File: src/rtl/counter_bist_pkg.sv
// Shared types and constants for the counter BIST engine.
package counter_bist_pkg;

  typedef enum logic [2:0] {
    IDLE,
    RST,
    RUN,
    DRAIN,
    DONE
  } bist_state_e;

  // Right-shifting Fibonacci form of x^16+x^14+x^13+x^11+1: feedback taps bits 0,2,3,5.
  localparam logic [15:0] LFSR_TAP_MASK = 16'h002D;
  localparam logic [15:0] DEFAULT_SEED  = 16'hACE1;

  // Number of cycles the counter is held in reset before a run.
  localparam int unsigned RST_LEN = 2;

  function automatic logic [15:0] lfsr_next(input logic [15:0] cur);
    return {^(cur & LFSR_TAP_MASK), cur[15:1]};
  endfunction

endpackage

File: src/rtl/counter_bist_checker_lfsr16.sv
// 16-bit Fibonacci LFSR used as the stimulus source; reloadable from a seed.
module lfsr16
  import counter_bist_pkg::*;
(
  input  logic        clk,
  input  logic        reset,
  input  logic        load,
  input  logic [15:0] seed,
  input  logic        step,
  output logic [15:0] q
);

  logic [15:0] q_q;

  // Reset and load both restore the seed; otherwise advance only when stepped.
  always_ff @(posedge clk) begin
    if (reset || load) begin
      q_q <= seed;
    end else if (step) begin
      q_q <= lfsr_next(q_q);
    end
  end

  assign q = q_q;

endmodule

File: config.mk
export PLATFORM = sky130hd
export DESIGN_NAME = lfsr16
export DESIGN_NICKNAME = d
export VERILOG_FILES = /design/src/rtl/counter_bist_pkg.sv /design/src/rtl/counter_bist_checker_lfsr16.sv
export SDC_FILE = /design/constraint.sdc
export NUM_CORES = 1
export LEC_CHECK = 0
export ABC_AREA = 1
export ABC_CLOCK_PERIOD_IN_PS = 2400
export CORE_UTILIZATION = 42
export DETAILED_ROUTE_END_ITERATION = 10
export GPL_ROUTABILITY_DRIVEN = 0
export GPL_TIMING_DRIVEN = 1
export PLACE_DENSITY = 0.85
export SLEW_MARGIN = 20
export SYNTH_ARGS = -nofsm -noshare
export SYNTH_HDL_FRONTEND = slang
export SYNTH_SLANG_ARGS = --single-unit
File: constraint.sdc
create_clock -name clk -period 2.4 [get_ports clk]
set_clock_uncertainty 0.05 [all_clocks]
set_input_delay 0.24 -clock clk [delete_from_list [all_inputs] [get_ports clk]]
set_output_delay 0.24 -clock clk [all_outputs]
set_load 0.03 [all_outputs]
==> summary.md, run 1 <==
| Metric | Value |
|---|---|
| Status | `finished clean` |
| Congestion Overflow GR | `0` |
| First-pass detailed-route iteration total | `4` |
| Mux cell area share after synthesis | `0` |
| Post-Syn Instances | `85` |
| All-Layer GR Usage | `0.1787` |
| CP top delay family | `buffers and inverters` |
| Inst Count DP | `143` |
| CTS Root Cell | `clkbuf_4` |
| CTS max path bufs | `2` |
| CP Launch Type | `flop` |
| RSZ-0062 raised after global routing | `no` |
| # port buffers | `35` |
| Diodes inserted | `0` |
| Die W | `44.67 um` |
| Yosys warns | `0` |
| Worst Path Max Fanout | `4` |
| Initial DRC count | `13` |
| Fillers | `137` |
| Die Area | `1995 um^2` |
| Die Y | `44.67 um` |
| Crit end category | `output pin` |
| Final setup viols | `0` |
| Reg2Reg Depth | `6` |
| CTS tree | `done` |
| Clock-pin slew on the worst setup and hold paths | `0.10 ns` |
| Final period utilization | `0.6930` |
| Clock group share of total power | `0.208` |
| Simple-Gate Fraction of Synth Area | `0.2946` |
| Worst path depth | `1` |
| Hold Crit Depth | `2` |
| Cts bufs inserted | `3` |
| Setup TNS | `0 ns` |
| Data required time of the worst path | `2.11 ns` |
| Layout Nets | `143` |
| Initial core utilization | `0.4476` |
| Worst R2R Start | `q[2]` |
| Max Cap Violations | `0` |
| Core area | `1708 um^2` |
| Post-synth EDFFs | `16` |
| Largest net degree at the start of global routing | `20` |
| Via count | `664` |
| Dominant synthesized flop cell | `edfxtp_1` |
| Worst Setup EP | `q[3]` |
| DRT Wirelength | `1628 um` |
| CP bufs+invs | `1` |
| Syn nets | `105` |
| Post-CTS Setup Inserts | `0` |
| Fin. max-slew vios | `0` |
| R2R Setup Slk | `1.21 ns` |
| Initial antenna violation count | `0` |
| Cell-internal power | `490.3 uW` |
| Area share of the largest cell type after synthesis | `0.6285` |
| Flops & latches, synth | `16` |
| Worst path max stage delay | `0.69 ns` |
| Resized Gates After CTS | `0` |
| Sw Pwr | `208.2 uW` |
| Cell variety after synth | `12` |
| Worst skew pair latency | `0.28 ns` |
| Largest family of logic cells by synthesized area | `simple AND/OR/NAND/NOR gates` |
| Adder-cell share of the synthesized area | `0` |
| CTS sink cnt | `16` |
| Top-count cell post-synth | `nand2_1` |
| Largest cells by area after synthesis | `edfxtp_1 (63%), nand2_1 (26%), inv_1 (2.5%), buf_6 (1.5%), nor2_4 (1.5%)` |
| Hold buffer count at CTS | `0` |
| Critical-path top delay cell | `clkdlybuf4s50_1` |
| CP startpoint | `q[3]` |
| Area growth syn-to-layout | `51.55%` |
| Core Util, Final | `0.6784` |
| Max Fclk | `0.6012 GHz` |
| Post-Layout Cell Count | `147` |
| DRC | `0` |
| WP data arrival | `1.37 ns` |
| Worst Hold Class | `reg2reg` |
| FF-to-FF End | `q[15]` |
| Global-route wire length before repair | `2532 um` |
| Final Hold Vio Count | `0` |
| Worst slew pin tran | `0.6725 ns` |
| Max VDD drop | `0.3247 mV` |
| Fraction of registers with async set/reset | `0` |
| Core Rows | `15` |
| Xor/xnor share of the synthesized area | `0` |
| Crit path cell chain | `clkdlybuf4s50_1` |
| Most instantiated cells after synthesis | `nand2_1 (52), edfxtp_1 (16), inv_1 (5)` |
| Synth Area in Compound Gates | `0.01964` |
| Pleak | `0.5189 nW` |
| Post-layout min period | `1.663 ns` |
| Logic pwr share | `0.277` |
| Max-slew headroom | `0.5517` |
| HPWL after DPL | `1225 um` |
| Synth area leader | `edfxtp_1` |
| Post-Syn Area | `764.5 um^2` |
| Layout cells sized above 1 | `0.04918` |
| Antenna viol nets, final | `0` |
| Avg WL per Cell | `11.07 um` |
| Switching portion of total power | `0.2980` |
| I/O pin total | `36` |
| Average size of a mapped cell | `8.994 um^2` |
| DR vias/cell | `4.517` |
| H-tree Lvls | `1` |
| CP Class | `reg2out` |
| Reg power frac | `0.515` |
| Pwr Density | `602.8 nW/um^2` |
| Sequential fraction of the synthesis area | `0.6285` |
| Max reg flops | `16` |
| Vias in the first global route | `587` |
==> metrics by stage <==
stage	worst slack, ns	cell area (um^2)	hold WS (ns)	total power [mW]
after CTS	0.7255	1159	0.5164	0.7032
after global routing	0.6843	1159	0.5401	0.7333
after detailed placement	0.4688	1132	0.4937	0.5599
after global placement	0.5251	1132	0.4882	0.5558
final	0.7367	1159	0.5185	0.6985
after floorplan	1.106	764.5	0.3686	0.4651
==> power groups by stage <==
| stage | registers (mW) | clock network, mW | logic (mW) |
|---|---|---|---|
| after floorplan | 0.419 | 0 | 0.0461 |
| after CTS | 0.360 | 0.148 | 0.195 |
| after global routing | 0.364 | 0.163 | 0.207 |
| final | 0.360 | 0.145 | 0.193 |
| after detailed placement | 0.365 | 0 | 0.195 |
| after global placement | 0.365 | 0 | 0.191 |
==> cell usage in the layout, fill, tap and decap left out, drive strengths merged, types with 3 or more instances in the layout <==
cell / Yosys / final
clkbuf: 0 / 3
clkdlybuf4s50: 0 / 35
edfxtp: 16 / 16
inv: 6 / 6
nand2: 52 / 52
nor2: 3 / 3
o21ai: 3 / 3
==> cells by family (layout without fill, tap and decap cells) <==
family	Yosys count	after routing
compound gates	3	3
buf+inv	9	46
flops	16	16
simple gates	57	57
==> worst reg2reg max path: stages, from the launching register on <==
cell and delay (ns):
edfxtp_1 0.44, inv_1 0.14, nand2_1 0.07, nand2_1 0.06
nand2_1 0.05, nand3_1 0.10, nand2_1 0.06
==> per-layer routing <==
metal | global-route usage | part of all wire | vias to the layer above
li1 | - | - | 339
met3 | 0.02449 | 0.039 | 2
met1 | 0.2454 | 0.43 | 302
met2 | 0.2853 | 0.52 | 21
met4 | 0.07273 | 0.0074 | 0
met5 | 0 | 0 | -
==> worst min-delay path by stage <==
stage,start,to
after global placement,q[9],q[8]
after global routing,q[9],q[8]
after detailed placement,q[8],q[7]
after CTS,q[8],q[7]
final,q[9],q[8]
after floorplan,seed[0],q[0]
==> layout make-up <==
type	instances	area, um^2	area share
Clock buffer	3	22.52	0.01944
Clock inverter	1	3.754	0.003240
Inverter	6	22.52	0.01944
Multi-Input combinational cell	60	240.2	0.2073
Sequential cell	16	480.5	0.4147
Tap cell	25	31.28	0.02700
Timing Repair Buffer	36	357.8	0.3089
(Power assumes the default switching activity.)
==> run 2, diff against run 1 <==
- ABC_CLOCK_PERIOD_IN_PS: 2400 -> 1300
- CORE_UTILIZATION: 42 -> 35
- PLACE_DENSITY: 0.85 -> 0.76
- clock period: 2.4 -> 1.3 ns (I/O delays scaled with it)
==> summary.md, run 2 (synthesis gave the netlist of run 1 again) <==
| Metric | Value |
|---|---|
| Status | `finished clean` |
| Largest net degree at the start of global routing | `14` |
| Cts bufs inserted | `3` |
| Diodes inserted | `0` |
| Max Fclk | `0.7995 GHz` |
| CP bufs+invs | `1` |
| Data required time of the worst path | `1.12 ns` |
| Final setup viols | `0` |
| Layout cells sized above 1 | `0.1172` |
| CP top delay family | `flip-flops` |
| Clock-pin slew on the worst setup and hold paths | `0.08 ns` |
| Initial core utilization | `0.3819` |
| DRT Wirelength | `1654 um` |
| Core area | `2002 um^2` |
| Area after DPL | `1187 um^2` |
| Worst Path Max Fanout | `4` |
| CTS Root Cell | `clkbuf_4` |
| Worst skew pair latency | `0.26 ns` |
| HPWL after DPL | `1301 um` |
| CTS max path bufs | `2` |
| Final Hold Vio Count | `0` |
| CP Launch Type | `flop` |
| Inst Count DP | `152` |
| All-Layer GR Usage | `0.1566` |
| Area growth syn-to-layout | `57.12%` |
| Fillers | `187` |
| DRC | `0` |
| Initial DRC count | `6` |
| Core Util, Final | `0.6000` |
| First-pass detailed-route iteration total | `4` |
| Final period utilization | `0.9621` |
| Initial antenna violation count | `0` |
| H-tree Lvls | `1` |
| I/O pin total | `36` |
| Antenna viol nets, final | `0` |
| Crit path cell chain | `clkdlybuf4s15_1` |
| Avg WL per Cell | `10.67 um` |
| CTS tree | `done` |
| Worst slew pin tran | `0.3023 ns` |
| Crit end category | `output pin` |
| DR vias/cell | `4.361` |
| Congestion Overflow GR | `0` |
| Area of the multi-input gates | `245.2 um^2` |
| Max reg flops | `16` |
| CP Class | `reg2out` |
| Die Y | `48.74 um` |
| Global-route wire length before repair | `2829 um` |
| Die Area | `2375 um^2` |
| Max VDD drop | `0.6794 mV` |
| Design Area, Final | `1201 um^2` |
| Storage element area | `480.5 um^2` |
| Post-CTS Setup Inserts | `0` |
| Resized Gates After CTS | `16` |
| Fin. max-slew vios | `0` |
| Post-Layout Cell Count | `155` |
| WP data arrival | `1.07 ns` |
| Post-layout min period | `1.251 ns` |
| Critical-path top delay cell | `edfxtp_1` |
| Via count | `676` |
| Vias in the first global route | `684` |
| Max Cap Violations | `0` |
| Most common cell after layout, fill and taps aside | `nand2_1` |
| Layout Nets | `150` |
| Die W | `48.74 um` |
| Most frequent cells in the layout | `nand2_1 (52), clkdlybuf4s50_1 (19), edfxtp_1 (16), dlygate4sd2_1 (14), buf_4 (7)` |
| Worst Hold Class | `in2reg` |
| Worst path max stage delay | `0.44 ns` |
| Pleak | `0.5764 nW` |
| Pwr Density | `1039 nW/um^2` |
| # port buffers | `35` |
| Hold buffer count at CTS | `0` |
| CTS sink cnt | `16` |
| Core Rows | `16` |
| Max-slew headroom | `0.7992` |
## run 2: cell type report
type                    instances  area share
multi-input cells              60      0.2042
well taps                      27     0.02813
clock buffers                   3     0.01875
repair buffers                 43      0.3302
inverters                       6     0.01875
flip-flops and latches         16      0.4000
## run 2: layer usage
metal | share of wire | routed length (um) | vias up | global-route usage
met1 | 0.44 | 734 | 298 | 0.1931
met3 | 0.034 | 57 | 2 | 0.01887
li1 | - | - | 354 | -
met2 | 0.50 | 834 | 22 | 0.2708
met4 | 0.016 | 27 | 0 | 0.07353
met5 | 0 | 0 | - | 0
## run 2: path summary, 6_finish.rpt
check | from | endpoint | slack (ns) | cells after the start
min | seed[14] | q[14] | 0.46 | 3
min reg2reg | q[6] | q[5] | 0.50 | 2
max | q[3] | q[3] | 0.05 | 1
max reg2reg | q[0] | q[15] | 0.07 | 7
## run 2: per-stage QoR
step | setup slack (ns) | TNS, ns | power (mW) | hold WS (ns)
after floorplan | 0.07698 | 0 | 0.8587 | 0.2586
after global placement | -0.1315 | -2.370 | 1.048 | 0.4882
after detailed placement | -0.1465 | -2.919 | 1.055 | 0.4921
after CTS | 0.03031 | 0 | 1.251 | 0.4518
final | 0.04922 | 0 | 1.248 | 0.4559
after global routing | -0.003183 | -0.003183 | 1.314 | 0.4590
## run 2: power breakdown
| part | switching, mW | internal [mW] |
|---|---|---|
| combinational | 0.205 | 0.151 |
| clock | 0.129 | 0.107 |
| sequential | 0.0272 | 0.629 |
==> run 3, diff against run 2 <==
- CTS_CLUSTER_DIAMETER: unset -> 80
- PLACE_DENSITY: 0.76 -> 0.8
==> summary.md, run 3 (synthesis gave the netlist of run 1 again) <==
| Metric | Value |
|---|---|
| Pre-CTS setup slack | `-0.1513 ns` |
| Design Area, Final | `1172 um^2` |
| Max-slew headroom | `0.7883` |
| CTS sink cnt | `16` |
| Data required time of the worst path | `1.12 ns` |
| Final period utilization | `0.9593` |
| Via count | `666` |
| Die Area | `2375 um^2` |
| Congestion Overflow GR | `0` |
| Pleak | `0.5659 nW` |
| CTS Root Cell | `clkbuf_4` |
| First-pass detailed-route iteration total | `3` |
| CP top delay family | `flip-flops` |
| Clock-pin slew on the worst setup and hold paths | `0.09 ns` |
| Diodes inserted | `0` |
| Pwr Total | `1.256 mW` |
| Area after DPL | `1172 um^2` |
| Max Cap Violations | `0` |
| Crit end category | `output pin` |
| Final Hold Vio Count | `0` |
| Initial antenna violation count | `0` |
| Antenna viol nets, final | `0` |
| Fin. max-slew vios | `0` |
| Worst Path Max Fanout | `2` |
| Worst path max stage delay | `0.41 ns` |
| CTS max path bufs | `2` |
| Crit path cell chain | `dlygate4sd2_1` |
| Hold buffer count at CTS | `0` |
| I/O pin total | `36` |
| Most common cell after layout, fill and taps aside | `nand2_1` |
| Final WS setup | `0.05291 ns` |
| Pwr Density | `1072 nW/um^2` |
| CP bufs+invs | `1` |
| Post-CTS Setup Inserts | `0` |
| Worst slew pin tran | `0.3188 ns` |
| # port buffers | `35` |
| Post-layout min period | `1.247 ns` |
| Global-route wire length before repair | `2808 um` |
| Fillers | `206` |
| Resized Gates After CTS | `16` |
| Most frequent cells in the layout | `nand2_1 (52), clkdlybuf4s50_1 (19), edfxtp_1 (16), dlygate4sd2_1 (13), buf_4 (6)` |
| Cts bufs inserted | `3` |
| Initial DRC count | `10` |
| Core Rows | `16` |
| Layout cells sized above 1 | `0.1181` |
| Status | `finished clean` |
| CTS tree | `done` |
| Area growth syn-to-layout | `53.35%` |
| Worst skew pair latency | `0.28 ns` |
| Max VDD drop | `0.8501 mV` |
| All-Layer GR Usage | `0.1582` |
| Layout Nets | `148` |
| Avg WL per Cell | `10.84 um` |
| CP Launch Type | `flop` |
| Die Y | `48.74 um` |
| CP Class | `reg2out` |
| RSZ-0062 raised after global routing | `no` |
| Initial core utilization | `0.3819` |
| Largest net degree at the start of global routing | `14` |
| Vias in the first global route | `660` |
| Max reg flops | `16` |
| Max Fclk | `0.8019 GHz` |
| HPWL after DPL | `1311 um` |
| WP data arrival | `1.07 ns` |
| Core area | `2002 um^2` |
| DR vias/cell | `4.325` |
| DRT Wirelength | `1669 um` |
| Critical-path top delay cell | `edfxtp_1` |
| H-tree Lvls | `1` |
| Worst Hold Class | `in2reg` |
| DRC | `0` |
| Die W | `48.74 um` |
| Final setup viols | `0` |
[run 3: cell types whose count changed in the layout (fill, tap and decap cells not counted), sizes merged]
cell           change
clkbuf             +3
buf                -2
clkdlybuf4s15      -2
clkinv             +1
dlygate4sd2        -1
[run 3: cell type report]
class	count	area (um^2)	area share
Sequential cell	16	480.5	0.4098
Timing Repair Buffer	41	364.1	0.3106
Multi-Input combinational cell	60	245.2	0.2092
Tap cell	27	33.78	0.02882
Clock buffer	3	22.52	0.01921
Inverter	6	22.52	0.01921
Clock inverter	1	3.754	0.003202
[run 3: final timing paths]
path | from | endpoint | slack [ns] | cells after the start
max | q[12] | q[12] | 0.05 | 1
min reg2reg | q[9] | q[8] | 0.51 | 2
max reg2reg | q[5] | q[15] | 0.10 | 7
min | seed[12] | q[12] | 0.44 | 3
[run 3: report_power, final]
| part | switching, mW | internal [mW] | total (mW) | leakage [nW] |
|---|---|---|---|---|
| clock | 0.151 | 0.111 | 0.262 | 0.0154 |
| combinational | 0.198 | 0.138 | 0.335 | 0.381 |
| sequential | 0.0294 | 0.629 | 0.659 | 0.169 |
| total | 0.378 | 0.878 | 1.26 | 0.566 |
[run 3: through the flow]
stage                     setup TNS, ns  hold WS [ns]  std cells  utilization
after floorplan                       0        0.2586         85            -
after global placement           -2.307        0.4876        150       0.5856
after detailed placement         -2.906        0.4886        150       0.5856
after CTS                             0        0.4427        154       0.5888
after global routing                  0        0.4482        154       0.5856
final                                 0        0.4409        154       0.5856
[run 3: metal layers]
| metal | global-route usage | share of wire | vias to the layer above |
|---|---|---|---|
| li1 | - | - | 351 |
| met1 | 0.1759 | 0.43 | 296 |
| met2 | 0.2940 | 0.53 | 17 |
| met3 | 0.01258 | 0.028 | 2 |
| met4 | 0.08824 | 0.011 | 0 |
| met5 | 0 | 0 | - |
